<file path="src/rtl/conv_bus_pkg.sv">
// conv_bus_pkg: shared widths, ids and types for the conv write-bus arbiter
package conv_bus_pkg;
  localparam int ADDR_W = 28;
  localparam int ID_W = 4;
  localparam int LEN_W = 4;
  localparam logic [ID_W-1:0] CONV_WR_ID = 4'h2;
  typedef enum logic [1:0] {IDLE, ADDR, DATA, DRAIN} arb_state_e;
  typedef struct packed {
    logic [ADDR_W-1:0] addr;
    logic ap;
    logic [ID_W-1:0] id;
    logic [LEN_W-1:0] len;
  } aw_req_t;
endpackage

</file>
<file path="src/rtl/rr_arbiter.sv">
// rr_arbiter: combinational round-robin pick, searching from ptr upward with wrap
module rr_arbiter #(
  parameter int N = 4,
  parameter int IW = $clog2(N)
) (
  input  logic [N-1:0]  req_i,
  input  logic [IW-1:0] ptr_i,
  output logic [N-1:0]  gnt_o,
  output logic [IW-1:0] idx_o
);
  logic [IW:0] j;
  always_comb begin
    gnt_o = '0;
    idx_o = '0;
    j = '0;
    for (int k = 0; k < N; k++) begin
      j = (IW+1)'(ptr_i) + (IW+1)'(k);
      if (j >= (IW+1)'(N)) j = j - (IW+1)'(N);
      if (!(|gnt_o) && req_i[j[IW-1:0]]) begin
        gnt_o[j[IW-1:0]] = 1'b1;
        idx_o = j[IW-1:0];
      end
    end
  end
endmodule

</file>
<file path="src/rtl/conv_wr_bus_arbiter.sv">
// conv_wr_bus_arbiter: round-robin share of one AW+W bus port between NREQ conv write bridges
module conv_wr_bus_arbiter
  import conv_bus_pkg::*;
#(
  parameter int NREQ = 4,
  parameter int WIDTH = 32,
  parameter int WR_LAT = 2,
  parameter int TIMEOUT = 255
) (
  input  logic                    clk,
  input  logic                    rst,
  input  logic [NREQ*ADDR_W-1:0]  req_awaddr,
  input  logic [NREQ-1:0]         req_awuser_ap,
  input  logic [NREQ*ID_W-1:0]    req_awuser_id,
  input  logic [NREQ*LEN_W-1:0]   req_awlen,
  input  logic [NREQ-1:0]         req_awvalid,
  output logic [NREQ-1:0]         req_awready,
  input  logic [NREQ*WIDTH-1:0]   req_wdata,
  input  logic [NREQ*WIDTH/8-1:0] req_wstrb,
  output logic [NREQ-1:0]         req_wready,
  output logic [NREQ-1:0]         req_wuser_last,
  output logic [ADDR_W-1:0]       awaddr,
  output logic                    awuser_ap,
  output logic [ID_W-1:0]         awuser_id,
  output logic [LEN_W-1:0]        awlen,
  output logic                    awvalid,
  input  logic                    awready,
  output logic [WIDTH-1:0]        wdata,
  output logic [WIDTH/8-1:0]      wstrb,
  input  logic                    wready,
  input  logic [ID_W-1:0]         wuser_id,
  input  logic                    wuser_last,
  output logic [NREQ-1:0]         grant,
  output logic                    err_len,
  output logic                    err_timeout
);
  localparam int IW = $clog2(NREQ);
  localparam int TW = $clog2(TIMEOUT + 1);
  localparam int DW = $clog2(WR_LAT + 2);
  localparam int SW = WIDTH / 8;
  arb_state_e state_q;
  logic [NREQ-1:0] grant_q, req_awready_q, arb_gnt;
  logic [IW-1:0] gidx_q, ptr_q, arb_idx, nxt_ptr;
  aw_req_t txn_q, arb_req;
  logic awvalid_q, err_len_q, err_timeout_q, act, match, wdog_hit;
  logic [LEN_W-1:0] beat_q;
  logic [DW-1:0] drain_q;
  logic [TW-1:0] wdog_q;
  rr_arbiter #(.N(NREQ)) u_rr (.req_i(req_awvalid), .ptr_i(ptr_q), .gnt_o(arb_gnt), .idx_o(arb_idx));
  assign arb_req = {req_awaddr[arb_idx*ADDR_W +: ADDR_W], req_awuser_ap[arb_idx],
                    req_awuser_id[arb_idx*ID_W +: ID_W], req_awlen[arb_idx*LEN_W +: LEN_W]};
  assign nxt_ptr = gidx_q == IW'(NREQ - 1) ? '0 : gidx_q + 1'b1;
  assign wdog_hit = wdog_q == TW'(TIMEOUT - 1);
  assign act = state_q == DATA || state_q == DRAIN;
  assign match = act && wready && wuser_id == txn_q.id;
  // txn_q keeps id/len for the data phase, so the bus AW fields are gated by awvalid
  assign awaddr = awvalid_q ? txn_q.addr : '0;
  assign awuser_ap = awvalid_q & txn_q.ap;
  assign awuser_id = awvalid_q ? txn_q.id : '0;
  assign awlen = awvalid_q ? txn_q.len : '0;
  assign awvalid = awvalid_q;
  assign wdata = act ? req_wdata[gidx_q*WIDTH +: WIDTH] : '0;
  assign wstrb = act ? req_wstrb[gidx_q*SW +: SW] : '0;
  assign req_wready = match ? grant_q : '0;
  assign req_wuser_last = match && wuser_last ? grant_q : '0;
  assign req_awready = req_awready_q;
  assign grant = grant_q;
  assign err_len = err_len_q;
  assign err_timeout = err_timeout_q;
  always_ff @(posedge clk) begin
    if (rst) begin
      state_q <= IDLE;
      grant_q <= '0;
      gidx_q <= '0;
      ptr_q <= '0;
      txn_q <= '0;
      awvalid_q <= 1'b0;
      req_awready_q <= '0;
      beat_q <= '0;
      drain_q <= '0;
      wdog_q <= '0;
      err_len_q <= 1'b0;
      err_timeout_q <= 1'b0;
    end else begin
      req_awready_q <= '0;
      err_len_q <= 1'b0;
      err_timeout_q <= 1'b0;
      case (state_q)
        IDLE: if (|req_awvalid) begin
          state_q <= ADDR;
          grant_q <= arb_gnt;
          gidx_q <= arb_idx;
          txn_q <= arb_req;
          awvalid_q <= 1'b1;
          wdog_q <= '0;
        end
        ADDR: if (awready) begin
          state_q <= DATA;
          awvalid_q <= 1'b0;
          req_awready_q <= grant_q;
          ptr_q <= nxt_ptr;
          beat_q <= '0;
          wdog_q <= '0;
        end else if (wdog_hit) begin
          state_q <= IDLE;
          awvalid_q <= 1'b0;
          grant_q <= '0;
          ptr_q <= nxt_ptr;
          err_timeout_q <= 1'b1;
          wdog_q <= '0;
        end else wdog_q <= wdog_q + 1'b1;
        DATA: if (match) begin
          beat_q <= beat_q == '1 ? beat_q : beat_q + 1'b1;
          wdog_q <= '0;
          if (wuser_last) begin
            err_len_q <= ({1'b0, beat_q} + 5'd1) != {1'b0, txn_q.len};
            drain_q <= DW'(WR_LAT);
            state_q <= DRAIN;
          end else err_len_q <= beat_q == txn_q.len;
        end else if (wdog_hit) begin
          state_q <= IDLE;
          grant_q <= '0;
          err_timeout_q <= 1'b1;
          wdog_q <= '0;
        end else wdog_q <= wdog_q + 1'b1;
        default: if (drain_q == '0) begin
          state_q <= IDLE;
          grant_q <= '0;
          wdog_q <= '0;
        end else drain_q <= drain_q - 1'b1;
      endcase
    end
  end
endmodule
</file>
<file path="config.mk">
export PLATFORM = sky130hd
export DESIGN_NAME = conv_wr_bus_arbiter
export DESIGN_NICKNAME = d
export VERILOG_FILES = /design/src/rtl/conv_bus_pkg.sv /design/src/rtl/rr_arbiter.sv /design/src/rtl/conv_wr_bus_arbiter.sv
export SDC_FILE = /design/constraint.sdc
export NUM_CORES = 1
export LEC_CHECK = 0
export CORE_AREA = 2 2 156 158
export DETAILED_ROUTE_END_ITERATION = 10
export DIE_AREA = 0 0 158 160
export GPL_ROUTABILITY_DRIVEN = 0
export PLACE_DENSITY = 0.6
export SLEW_MARGIN = 20
export SYNTH_ARGS = -nofsm -noshare
export SYNTH_HDL_FRONTEND = slang
export SYNTH_SLANG_ARGS = --single-unit
export TNS_END_PERCENT = 5
</file>
<file path="constraint.sdc">
create_clock -name clk -period 3.6 [get_ports clk]
set_input_delay 0.72 -clock clk [delete_from_list [all_inputs] [get_ports clk]]
set_output_delay 0.72 -clock clk [all_outputs]
set_load 0.02 [all_outputs]
</file>
# Yosys cells after proc, flatten, opt, wreduce, memory -nomap -nowiden
# Index checks and enable logic that the tools add are counted.
# op_classes
addsub,12
multipliers,1
order_cmp,13
n_eq_ne,19
n_shift,5
mux,76
bitwise_logic,9
reduce_logical,35
# ops
op,n
$shiftx A128 B8 Y32,1
$shiftx A112 B8 Y28,1
$mux W4,17
$shiftx A16 B5 Y4,3
$mux W2,20
$mux W8,5
$mux W32,1
$mux W28,1
$pmux W8 S3,1
$mux W1,16
$ne A2 B2 Y1 const B,8
$reduce_or A4 Y1,4
$lt A2 B3 Y1 const B,5
$or A4 B4 Y4,3
$pmux W4 S3,1
$reduce_and A4 Y1,3
$bmux W1 S2,5
$logic_and A1 B1 Y1,10
$sub A2 B1 Y2 const B,5
$ge A3 B3 Y1 const B,3
$add A8 B1 Y8 const B,1
$demux W1 S2,4
$eq A4 B4 Y1,2
$eq A8 B8 Y1 const B,1
other kinds (28),49
# totals
register_bits,68
inputBits,305
out_inout_bits,92

# Logic depth before layout (Yosys ltp)
# Gate-level depths: netlist of run 1.
# logic_depth
depth_word,21
mapped_depth,14
mapped_depth_nobuf,10

# Modules after synthesis
# Synthesis of run 1 repeated with hierarchy kept, for this count alone.
# unflattened
cells_unflattened,599
hier_area_um2,5878.1
# modules_own_cells
mod,n_inst,cells_per_inst,area_each_um2
conv_wr_bus_arbiter,1,543,5327.6
rr_arbiter,1,56,550.5

# Least setup slack after synthesis of run 1
# Ideal clock, no wire load.
# synth_path
path_type,flip-flop to flip-flop
from,reg ptr_q[0]
to,reg txn_q[0] (netlist bit)
setup_time_ns,0.133
arrival_ns,3.285
slack_ns,0.182
stages_incl_launch_ff,13
synth_period_minus_slack_ns,3.418
cell_sequence,dfxtp_1 -> buf_6 -> inv_1 -> ha_1 -> mux4_2 -> a21bo_1 -> nor2_4 -> nor3_2 -> mux2_1 -> mux2_4 -> nand2_1 -> buf_2 -> o221ai_1
# synth_via
elab_chain_cells,20
elab_cells_between_ends,57
classes_between,add/sub: 7; order compare: 10; shift: 1; mux: 25; bitwise: 2; reduce/logical: 12
# synth_lines
element,line,text
start: declaration,conv_wr_bus_arbiter.sv:43,"logic [IW-1:0] gidx_q, ptr_q, arb_idx, nxt_ptr;"
start signal: assignment,conv_wr_bus_arbiter.sv:101,ptr_q <= nxt_ptr;
start signal: assignment,conv_wr_bus_arbiter.sv:108,ptr_q <= nxt_ptr;
$ge A2 B3 Y1 or $sub A2 B1 Y2 (tied branches),rr_arbiter.sv:18,if (j >= (IW+1)'(N)) j = j - (IW+1)'(N);
$mux W2,rr_arbiter.sv:18,
$lt A2 B3 Y1 (not written as such) or $ge A2 B1 Y1 (tied branches),rr_arbiter.sv:20,gnt_o[j[IW-1:0]] = 1'b1;
$logic_and A1 B1 Y1 (not written as such),rr_arbiter.sv:20,
$mux W1 (not written as such),rr_arbiter.sv:20,
$demux W1 S2,-,
$mux W4,rr_arbiter.sv:19,if (!(|gnt_o) && req_i[j[IW-1:0]]) begin
$reduce_or A4 Y1,rr_arbiter.sv:19,
(+4 left out),-,
$logic_not A1 Y1,rr_arbiter.sv:19,
$logic_and A1 B1 Y1,rr_arbiter.sv:19,
$mux W4,rr_arbiter.sv:19,
$reduce_or A4 Y1,rr_arbiter.sv:19,
$logic_not A1 Y1,rr_arbiter.sv:19,
$logic_and A1 B1 Y1,rr_arbiter.sv:19,
$mux W2 (*),rr_arbiter.sv:19,
$shiftx A16 B5 Y4 (*),conv_wr_bus_arbiter.sv:51,"req_awuser_id[arb_idx*ID_W +: ID_W], req_awlen[arb_idx*LEN_W +: LEN_W]};"
end signal: assignment,conv_wr_bus_arbiter.sv:93,txn_q <= arb_req;
end: declaration,conv_wr_bus_arbiter.sv:44,"aw_req_t txn_q, arb_req;"
# Mark *: on every way between the ends. The rest lies on a longest branch, timed or not. The select of a mux whose other input is x is not followed.
# A chain may end at the register's enable or synchronous reset.

# Worst setup path in the final report of run 1
# layout_path
from,in wuser_id[3]
to,out req_wuser_last[3]
# layout_via
elab_chain_cells,4
# layout_lines
element,line,text
start: declaration,conv_wr_bus_arbiter.sv:31,"input logic [ID_W-1:0] wuser_id,"
$eq A4 B4 Y1,conv_wr_bus_arbiter.sv:55,assign match = act && wready && wuser_id == txn_q.id;
$logic_and A1 B1 Y1,conv_wr_bus_arbiter.sv:55,
$logic_and A1 B1 Y1,conv_wr_bus_arbiter.sv:65,assign req_wuser_last = match && wuser_last ? grant_q : '0;
$mux W4,conv_wr_bus_arbiter.sv:65,
end: declaration,conv_wr_bus_arbiter.sv:21,"output logic [NREQ-1:0] req_wuser_last,"
# Every way passes these cells.

==> results.cfg, run 1 <==
[timing]
slew_headroom_pct = 52.2
fmax_ghz = 0.295
period_needed_ns = 3.39
setup_slack_ns = 0.211
setup_violations = 0
finalHoldWorstSlack_ns = 0.456
clock_skew_ns = 0.0128
grt_setup_unrepaired = no
hold_viol = 0
finalCritPeriodShare_pct = 94.1
slew_viol_final = 0
tightest_slew_ns = 0.716

[power_and_ir_drop]
p_per_area_mw_per_mm2 = 421
vdd_drop_max_mv = 0.223
leakagePower_uw = 0.00401

[detailed_routing]
avgRoutedWirePerCell_um = 19.3
drc = 0
ant_nets = 0
via_per_inst = 4.68
routed_wl_mm = 25.4
firstDrtPassIters = 4
vias = 6145
drt_iter0_markers = 273

[synthesis]
synth_xor_area_share_pct = 3.22
syn_inst = 585
ys_seq_area_share_pct = 23.9
synth_compound_area_share_pct = 12.9
synth_top_family_by_area = multiplexers
syn_area_mm2 = 0.00571
yosysUniqueCellTypes = 58
yosys_warnings = 0
synth_fp_nets = 908
synth-simple-area-share_pct = 19.8
synth_mux_area_share_pct = 30.1
syn_avg_cell_area_um2 = 9.76
synth-seq-cells = 68
synthAdderAreaFrac_pct = 3.95

[placement]
pre_cts_ws_ns = -0.0273
dp_hpwl_mm = 20.5
numPortBuffers = 396

[cells_and_area]
area_growth_pct = 82.5
layout_commonest_cell = clkdlybuf4s50_1
fin_nets = 1304
fill_cells = 2318
drive_gt1_share_pct = 10.3
final_cell_mix = clkdlybuf4s50_1 (396), mux2i_1 (78), dfxtp_1 (66), nand2_1 (52), and2_1 (46)

[worst_setup_path]
worstPathArrival_ns = 2.67
path_max_fanout = 12
crit_type = input port to output port
startpoint_type = input port
crit_path_end_kind = output port
crit_required_ns = 2.88
r2r_slack_ns = 0.37

[grt]
track_usage_pct = 19.0
grt_start_max_net_pins = 39
grt_pass1_wl_mm = 36.5
antenna_found_initial = 2
grt.overflow.total = 0
grt_pass1_vias = 6284

[die]
ios = 397
rows = 57
fp.dieH_um = 160
core_area_mm2 = 0.0238
die_w_um = 158
die-area_mm2 = 0.0253
start_util_pct = 24.0

[clocking]
clkSinkCount = 68
cts_tree = yes
cts.path.max_buffers = 2
insertion_delay_ns = 0.34
postCtsHoldBufs = 0
cts_buffers = 9
cts_resized = 0
root_buffer = clkbuf_16
htree_num_levels = 3
path_clk_slew_ns = 0.05
post-cts-setup-buffers = 0

[outcome]
status = complete, no violations

[worst_hold_path]
hold_class = register to register

[run]
max_cap_violations = 0
-- flip-flops by register name, summed over array words and instances, names as in the netlist --
signal / count
gidx_q: 2
awvalid: 1
beat_q: 4
err_timeout: 1
err_len: 1
txn_q: 37
ptr_q: 2
drain_q: 2
state_q: 2
grant: 4
req_awready: 4
wdog_q: 8
-- kinds of logic (layout without fill, tap and decap cells) --
| family | Yosys count | after routing |
|---|---|---|
| buffers and inverters | 52 | 453 |
| AOI/OAI and AO/OA | 93 | 93 |
| DFF | 68 | 68 |
| adders and majority gates | 18 | 18 |
| xor gates and xnor gates | 21 | 21 |
| and+or+nand+nor | 212 | 212 |
| muxes | 121 | 121 |
| other | 0 | 2 |
-- worst paths after layout --
check,startpoint,endpoint,cells past startpoint
min,txn_q[23],txn_q[23],2
min reg2reg,txn_q[23],txn_q[23],2
max reg2reg,ptr_q[1],txn_q[19],12
max,wuser_id[3],req_wuser_last[3],7
-- final cells by class --
type / count / area, um2 / share of cell area [%]
diodes: 2 / 5.00 / 0.0481
clock inverters: 5 / 52.6 / 0.505
multi-input cells: 465 / 4020 / 38.6
clock buffers: 11 / 233 / 2.24
inverters: 10 / 37.5 / 0.360
repair buffers: 427 / 4300 / 41.3
well taps: 324 / 405 / 3.89
flip-flops and latches: 68 / 1360 / 13.1
-- report_power, final --
part	total [uW]	internal, uW	switching (uW)
Clock	870	533	337
Combinational	2430	1360	1060
Sequential	1080	934	151
-- critical path: stages --
cell             delay (ns)
clkdlybuf4s50_1        0.48
xnor2_1                0.12
nand3_1                0.11
nor4b_2                0.22
buf_4                  0.23
and3_1                 0.16
clkdlybuf4s50_1        0.62
-- metal layers --
layer / vias to the layer above / routed length [um] / GRT usage (%)
met5: - / 0 / 0
met4: 0 / 604 / 6.96
met3: 26 / 2060 / 4.78
met2: 241 / 12900 / 34.6
met1: 2910 / 9760 / 20.9
li1: 2968 / - / -
-- per-stage QoR --
stage               power, uW  instance area (um2)  instances  setup TNS [ns]  utilization (%)
floorplan                2650                 5710        585               0                -
global placement         3530                10100       1294        -0.00139             42.5
detailed placement       3540                10100       1294          -0.196             42.5
CTS                      4440                10400       1310               0             43.7
global route             4650                10400       1311               0             43.7
finish                   4380                10400       1312               0             43.7
-- Yosys cell counts, drive strengths merged --
cell type,number,area (um2)
a211o,3,26.3
a211oi,6,45.0
a21bo,2,20.0
a21boi,1,11.3
a21o,1,7.51
a21oi,11,55.1
a221o,3,30.0
a22o,2,17.5
a31oi,1,6.26
and2,47,297
and2b,1,7.51
and3,5,31.3
and4,1,8.76
buf,20,226
clkbuf,22,90.1
dfxtp,68,1360
ha,18,225
inv,10,37.5
mux2,4,56.3
mux2i,78,781
mux4,39,882
nand2,52,195
nand2b,3,26.3
nand3,8,40.0
nand4,5,31.3
nor2,34,138
nor2b,41,257
nor3,6,35.0
nor3b,1,7.51
nor4,5,31.3
nor4b,1,8.76
o211a,1,10.0
o211ai,1,7.51
o21a,1,7.51
o21ai,15,75.1
o21bai,2,15.0
o221ai,38,333
o22ai,2,26.3
o31ai,2,15.0
o41ai,1,27.5
or2,1,6.26
or4,1,7.51
xnor2,8,70.1
xor2,13,114
(Power assumes the default switching activity.)
==> run 2, diff against run 1 <==
Settings changed: GPL_ROUTABILITY_DRIVEN 0 to unset.
==> results of run 2 <==
No change in the layout: final DEF, timing and power equal those of run 1.
